==> src/rtl/fb_porta_arbiter.sv <==
// Port-A owner for the 1-bit 640x480 frame buffer: full-screen clear sweep plus R0/R1 arbitration.
// Define FB_FIXED_PRIO_EN for strict R0-over-R1 priority; the default is round-robin.
module fb_porta_arbiter #(
  parameter int   H_ACTIVE   = 640,
  parameter int   V_ACTIVE   = 480,
  parameter int   MEM_RD_LAT = 2,
  parameter logic CLEAR_VAL  = 1'b0
) (
  input  logic        VGA_CTRL_CLK,
  input  logic        reset,
  input  logic        clear_start,
  output logic        clear_busy,
  input  logic        r0_req,
  input  logic        r0_we,
  input  logic [9:0]  r0_x,
  input  logic [8:0]  r0_y,
  input  logic        r0_wdata,
  output logic        r0_gnt,
  output logic        r0_rvalid,
  output logic        r0_rdata,
  input  logic        r1_req,
  input  logic        r1_we,
  input  logic [9:0]  r1_x,
  input  logic [8:0]  r1_y,
  input  logic        r1_wdata,
  output logic        r1_gnt,
  output logic        r1_rvalid,
  output logic        r1_rdata,
  output logic [18:0] mem_addr,
  output logic        mem_data,
  output logic        mem_we,
  input  logic        mem_q
);

  localparam logic [9:0] X_LIM  = 10'(H_ACTIVE);
  localparam logic [8:0] Y_LIM  = 9'(V_ACTIVE);
  localparam logic [9:0] X_LAST = 10'(H_ACTIVE - 1);
  localparam logic [8:0] Y_LAST = 9'(V_ACTIVE - 1);

  typedef enum logic {CLEAR, ARB} state_t;
  typedef struct packed {
    logic vld;
    logic sel;
    logic oob;
  } rd_tag_t;

  state_t     state;
  logic [9:0] cx;
  logic [8:0] cy;
  rd_tag_t    rd_pipe [MEM_RD_LAT];
  rd_tag_t    rd_out;

  logic       arb_en;
  logic       any_gnt;
  logic       win_sel;
  logic       win_we;
  logic       win_wdata;
  logic [9:0] win_x;
  logic [8:0] win_y;
  logic       in_range;

  assign arb_en = (state == ARB) & ~clear_start & ~reset;

`ifdef FB_FIXED_PRIO_EN
  always_comb begin
    r0_gnt = arb_en & r0_req;
    r1_gnt = arb_en & r1_req & ~r0_req;
  end
`else
  // last = 1 means R1 won most recently, so R0 wins the next contested cycle.
  logic last;
  always_comb begin
    r0_gnt = arb_en & r0_req & (~r1_req | last);
    r1_gnt = arb_en & r1_req & (~r0_req | ~last);
  end
`endif

  assign any_gnt   = r0_gnt | r1_gnt;
  assign win_sel   = r1_gnt;
  assign win_we    = win_sel ? r1_we    : r0_we;
  assign win_wdata = win_sel ? r1_wdata : r0_wdata;
  assign win_x     = win_sel ? r1_x     : r0_x;
  assign win_y     = win_sel ? r1_y     : r0_y;
  assign in_range  = (win_x < X_LIM) && (win_y < Y_LIM);
  assign rd_out    = rd_pipe[MEM_RD_LAT-1];

  always_ff @(posedge VGA_CTRL_CLK) begin
    if (reset) begin
      state      <= CLEAR;
      cx         <= '0;
      cy         <= '0;
      clear_busy <= 1'b1;
      mem_addr   <= '0;
      mem_data   <= 1'b0;
      mem_we     <= 1'b0;
      r0_rvalid  <= 1'b0;
      r0_rdata   <= 1'b0;
      r1_rvalid  <= 1'b0;
      r1_rdata   <= 1'b0;
`ifndef FB_FIXED_PRIO_EN
      last       <= 1'b1;
`endif
      for (int unsigned i = 0; i < MEM_RD_LAT; i++) rd_pipe[i] <= '0;
    end else begin
      // The read pipeline keeps running in CLEAR so reads issued before a clear still return.
      rd_pipe[0] <= {any_gnt & ~win_we, win_sel, ~in_range};
      for (int unsigned i = 1; i < MEM_RD_LAT; i++) rd_pipe[i] <= rd_pipe[i-1];

      r0_rvalid <= rd_out.vld & ~rd_out.sel;
      r1_rvalid <= rd_out.vld & rd_out.sel;
      if (rd_out.vld & ~rd_out.sel) r0_rdata <= ~rd_out.oob & mem_q;
      if (rd_out.vld & rd_out.sel)  r1_rdata <= ~rd_out.oob & mem_q;

      case (state)
        CLEAR: begin
          mem_addr <= {cx, cy};
          mem_data <= CLEAR_VAL;
          mem_we   <= 1'b1;
          if (cx == X_LAST) begin
            cx <= '0;
            if (cy == Y_LAST) begin
              cy         <= '0;
              state      <= ARB;
              clear_busy <= 1'b0;
            end else begin
              cy <= cy + 9'd1;
            end
          end else begin
            cx <= cx + 10'd1;
          end
        end
        ARB: begin
          if (clear_start) begin
            state      <= CLEAR;
            clear_busy <= 1'b1;
            cx         <= '0;
            cy         <= '0;
            mem_we     <= 1'b0;
          end else if (any_gnt) begin
            mem_addr <= {win_x, win_y};
            mem_data <= win_wdata;
            mem_we   <= win_we & in_range;
`ifndef FB_FIXED_PRIO_EN
            last     <= win_sel;
`endif
          end else begin
            mem_we <= 1'b0;
          end
        end
        default: state <= CLEAR;
      endcase
    end
  end

endmodule
==> config.mk <==
export PLATFORM = sky130hd
export DESIGN_NAME = fb_porta_arbiter
export DESIGN_NICKNAME = d
export VERILOG_FILES = /design/src/rtl/fb_porta_arbiter.sv
export SDC_FILE = /design/constraint.sdc
export NUM_CORES = 1
export LEC_CHECK = 0
export BUFFER_PORTS_ARGS = -buffer_cell sky130_fd_sc_hd__buf_2
export CAP_MARGIN = 20
export CORE_AREA = 2 2 87 89
export DETAILED_ROUTE_END_ITERATION = 12
export DIE_AREA = 0 0 89 91
export GPL_TIMING_DRIVEN = 0
export SYNTH_ARGS = -nofsm -noshare
export SYNTH_HDL_FRONTEND = slang
export SYNTH_SLANG_ARGS = --single-unit
export TNS_END_PERCENT = 10
==> constraint.sdc <==
create_clock -name VGA_CTRL_CLK -period 1.6 [get_ports VGA_CTRL_CLK]
set_clock_uncertainty 0.05 [all_clocks]
set_input_delay 0.32 -clock VGA_CTRL_CLK [delete_from_list [all_inputs] [get_ports VGA_CTRL_CLK]]
set_output_delay 0.32 -clock VGA_CTRL_CLK [all_outputs]
set_load 0.02 [all_outputs]
==> results.ini <==
[drt]
first_pass_iters=4
drc_errors=0
vias=2897
post_drt_wl_per_cell_um=16.4
drt_iter0_markers=139
routed_wl_mm=8.54
avgViaCountPerCell=5.55
final_antenna_net_count=0

[sta]
rsz0062_at_grt=true
setup_viol=20
worst_pin_slew_ps=668
max_freq_mhz=545
drv_slew=0
max_slew_margin=0.555
fin_tns_setup_ps=-1670
fin_ws_ps=-235
timing.final.hold_violations=0
fin_crit_sh=1.15
period_minus_slack_ps=1840

[critical_path]
reg2reg_from=last$_SDFFE_PP1P_
reg2reg_depth=5
cp-startpoint=state$_SDFF_PP0_
worst_setup_path_end_kind=output pin
required_ps=1230
crit_type=reg -> out
r2r_slack_ps=-130
crit_path_end=r0_gnt
critPathLaunchType=flip-flop
r2r_end=mem_we$_SDFF_PP0_
path_max_fanout=3
crit_arrival_ps=1470

[pwr]
clockPowerShare=0.357
swShare=0.256
p_comb_frac=0.121
power_frac_seq=0.523
p_leak_nw=1.57
power.density_mw_per_mm2=693
p_sw_mw=0.672
intPower_mw=1.95
p_total_mw=2.63
ir_drop_mv=0.368

[cts]
numClockSinks=53
cts-root-buf=clkbuf_8
max-clock-path-buffers=2
clk_pin_slew_ps=100
clock_latency_ps=310
h-tree-depth=2
cts_buffers=5
cts_tree=yes

[place]
post-place-cells=501
hpwl_mm=6.08
post_dp_cell_area_mm2=0.00330
pre_cts_ws_ps=-535
gp_congestion=0.882
port_buffers=75

[run]
cap_violations=0

[global_routing]
grt_use_total=0.209
grt-ovfl-total=0
grt_pass1_vias=2675
grt_max_degree=18
grt_antenna_before_repair=0
grt_pass1_wl_mm=13.3

[cells_and_area]
area_growth_pct=36.0
final_cells=522
final_common_cell=buf_2
finalInstanceArea_mm2=0.00379
finalNetCount=472
drive_above_1_share=0.371
n_antenna_cell=0
most-common-layout-cells=buf_2, dfxtp_1, nand3_1, nor2_1

[synth]
synth_seq_cells=53
yosysWarningCount=0
synthesis.nets=377
avgSynthCellArea_um2=8.52
synth-main-ff-cell=dfxtp_1
ys_types=57
synth_edf_count=0
synth_area_mm2=0.00279
synthArstFlopShare=0
ys_seq_area_frac=0.381
synthCells=327

[die]
chipHeight_um=91
num_rows=31
dieWidth_um=89
die_area_mm2=0.00810
ios=76
initial_core_util=0.390
core_mm2=0.00714

[outcome]
outcome=complete, but fails checks
violations=setup timing

[min_path]
hold_path.class=in -> reg

==> Yosys cell counts, types with 2 or more instances <==
cell,instances,share of area
and4_1,2,0.0063
o31ai_1,3,0.0081
and2_1,4,0.0090
or3_1,2,0.0045
nand4_1,8,0.018
nor3_1,3,0.0054
a21oi_1,18,0.032
nand2_1,15,0.020
or2_0,2,0.0045
o21bai_1,2,0.0054
o211ai_1,2,0.0054
nand3b_1,2,0.0054
nor2_1,17,0.023
a31oi_1,10,0.022
inv_1,5,0.0067
o21ai_1,2,0.0036
nand3_1,21,0.038
nor2b_1,13,0.029
a21o_1,8,0.022
nor3b_2,2,0.0090
mux2i_1,3,0.011
xnor2_1,2,0.0063
a211oi_1,13,0.035
buf_4,2,0.0054
nand2b_1,13,0.029
buf_6,3,0.012
o21ai_0,19,0.034
clkbuf_1,16,0.022
a22o_1,3,0.0094
dfxtp_1,53,0.38
ha_1,2,0.0090
o32ai_1,13,0.041
and3_1,17,0.038
buf_2,4,0.0072
==> sequential cells by signal (all words and copies together), names as in the netlist <==
name and count:
mem_we 1, state 1, mem_data 1, last 1, r0_rdata 1, cy 9, cx 10, r0_rvalid 1
clear_busy 1, r1_rvalid 1, rd_pipe 6, mem_addr 19, r1_rdata 1
==> kinds of logic (layout without fill, tap and decap cells) <==
logic type / Yosys count / in the layout / synth area share
AO/OA/AOI/OAI: 103 / 103 / 0.253
XOR/XNOR: 2 / 2 / 0.00629
adder cells (fa/ha/maj): 2 / 2 / 0.00898
buffers and inverters: 32 / 128 / 0.0561
flip-flops: 53 / 53 / 0.381
multiplexers: 3 / 3 / 0.0108
AND/OR/NAND/NOR: 132 / 132 / 0.284
==> layer usage <==
layer	up-vias	wire length (um)	track usage
li1	1412	-	-
met1	1356	4040	0.300
met2	123	3770	0.320
met3	6	634	0.0345
met4	0	92	0.0609
met5	-	0	0
==> final cells by class <==
class / instances / area, um2
fillers: 697 / 3350
multi-input cells: 242 / 1730
flip-flops and latches: 53 / 1080
repair buffers: 89 / 513
plain buffers: 26 / 203
well taps: 99 / 124
clock buffers: 5 / 68.8
clock inverters: 3 / 46.3
inverters: 5 / 21.3
==> timing repair <==
item	CTS	global route
resized for setup	50	40
setup endpoints to repair	44	40
buffers inserted	9	5
hold buffers	0	0
pin swaps	11	12
==> worst min path at each step <==
stage | from | to | depth (start not counted)
final | r0_y[2] | mem_addr[2]$_SDFFE_PP0P_ | 3
after global placement | rd_pipe[0][1]$_SDFF_PP0_ | rd_pipe[0][4]$_SDFF_PP0_ | 1
after detailed placement | rd_pipe[0][1]$_SDFF_PP0_ | rd_pipe[0][4]$_SDFF_PP0_ | 1
after CTS | r0_y[2] | mem_addr[2]$_SDFFE_PP0P_ | 3
after floorplan | rd_pipe[0][0]$_SDFF_PP0_ | rd_pipe[0][3]$_SDFF_PP0_ | 1
after global routing | r0_y[5] | mem_addr[5]$_SDFFE_PP0P_ | 3
==> critical path, cell delays in order, from the launching register on <==
cell      delay (ps)
dfxtp_2          350
nor3b_4          250
clkbuf_8         180
buf_8             80
and3_4           180
buf_6            110
==> power groups by stage <==
stage | clock [mW] | combinational [mW] | sequential, mW
after CTS | 0.952 | 0.300 | 1.38
after global routing | 1.01 | 0.341 | 1.38
after floorplan | 0 | 0.148 | 1.42
after detailed placement | 0 | 0.290 | 1.41
final | 0.937 | 0.317 | 1.37
after global placement | 0 | 0.290 | 1.40
==> per-stage QoR <==
step	util	hold WS (ps)
2_1_floorplan	-	364
3_3_place_gp	0.462	371
3_5_place_dp	0.462	378
4_1_cts	0.507	244
5_1_grt	0.531	274
6_report	0.531	246
No activity file was read; power rests on OpenSTA's default activity.
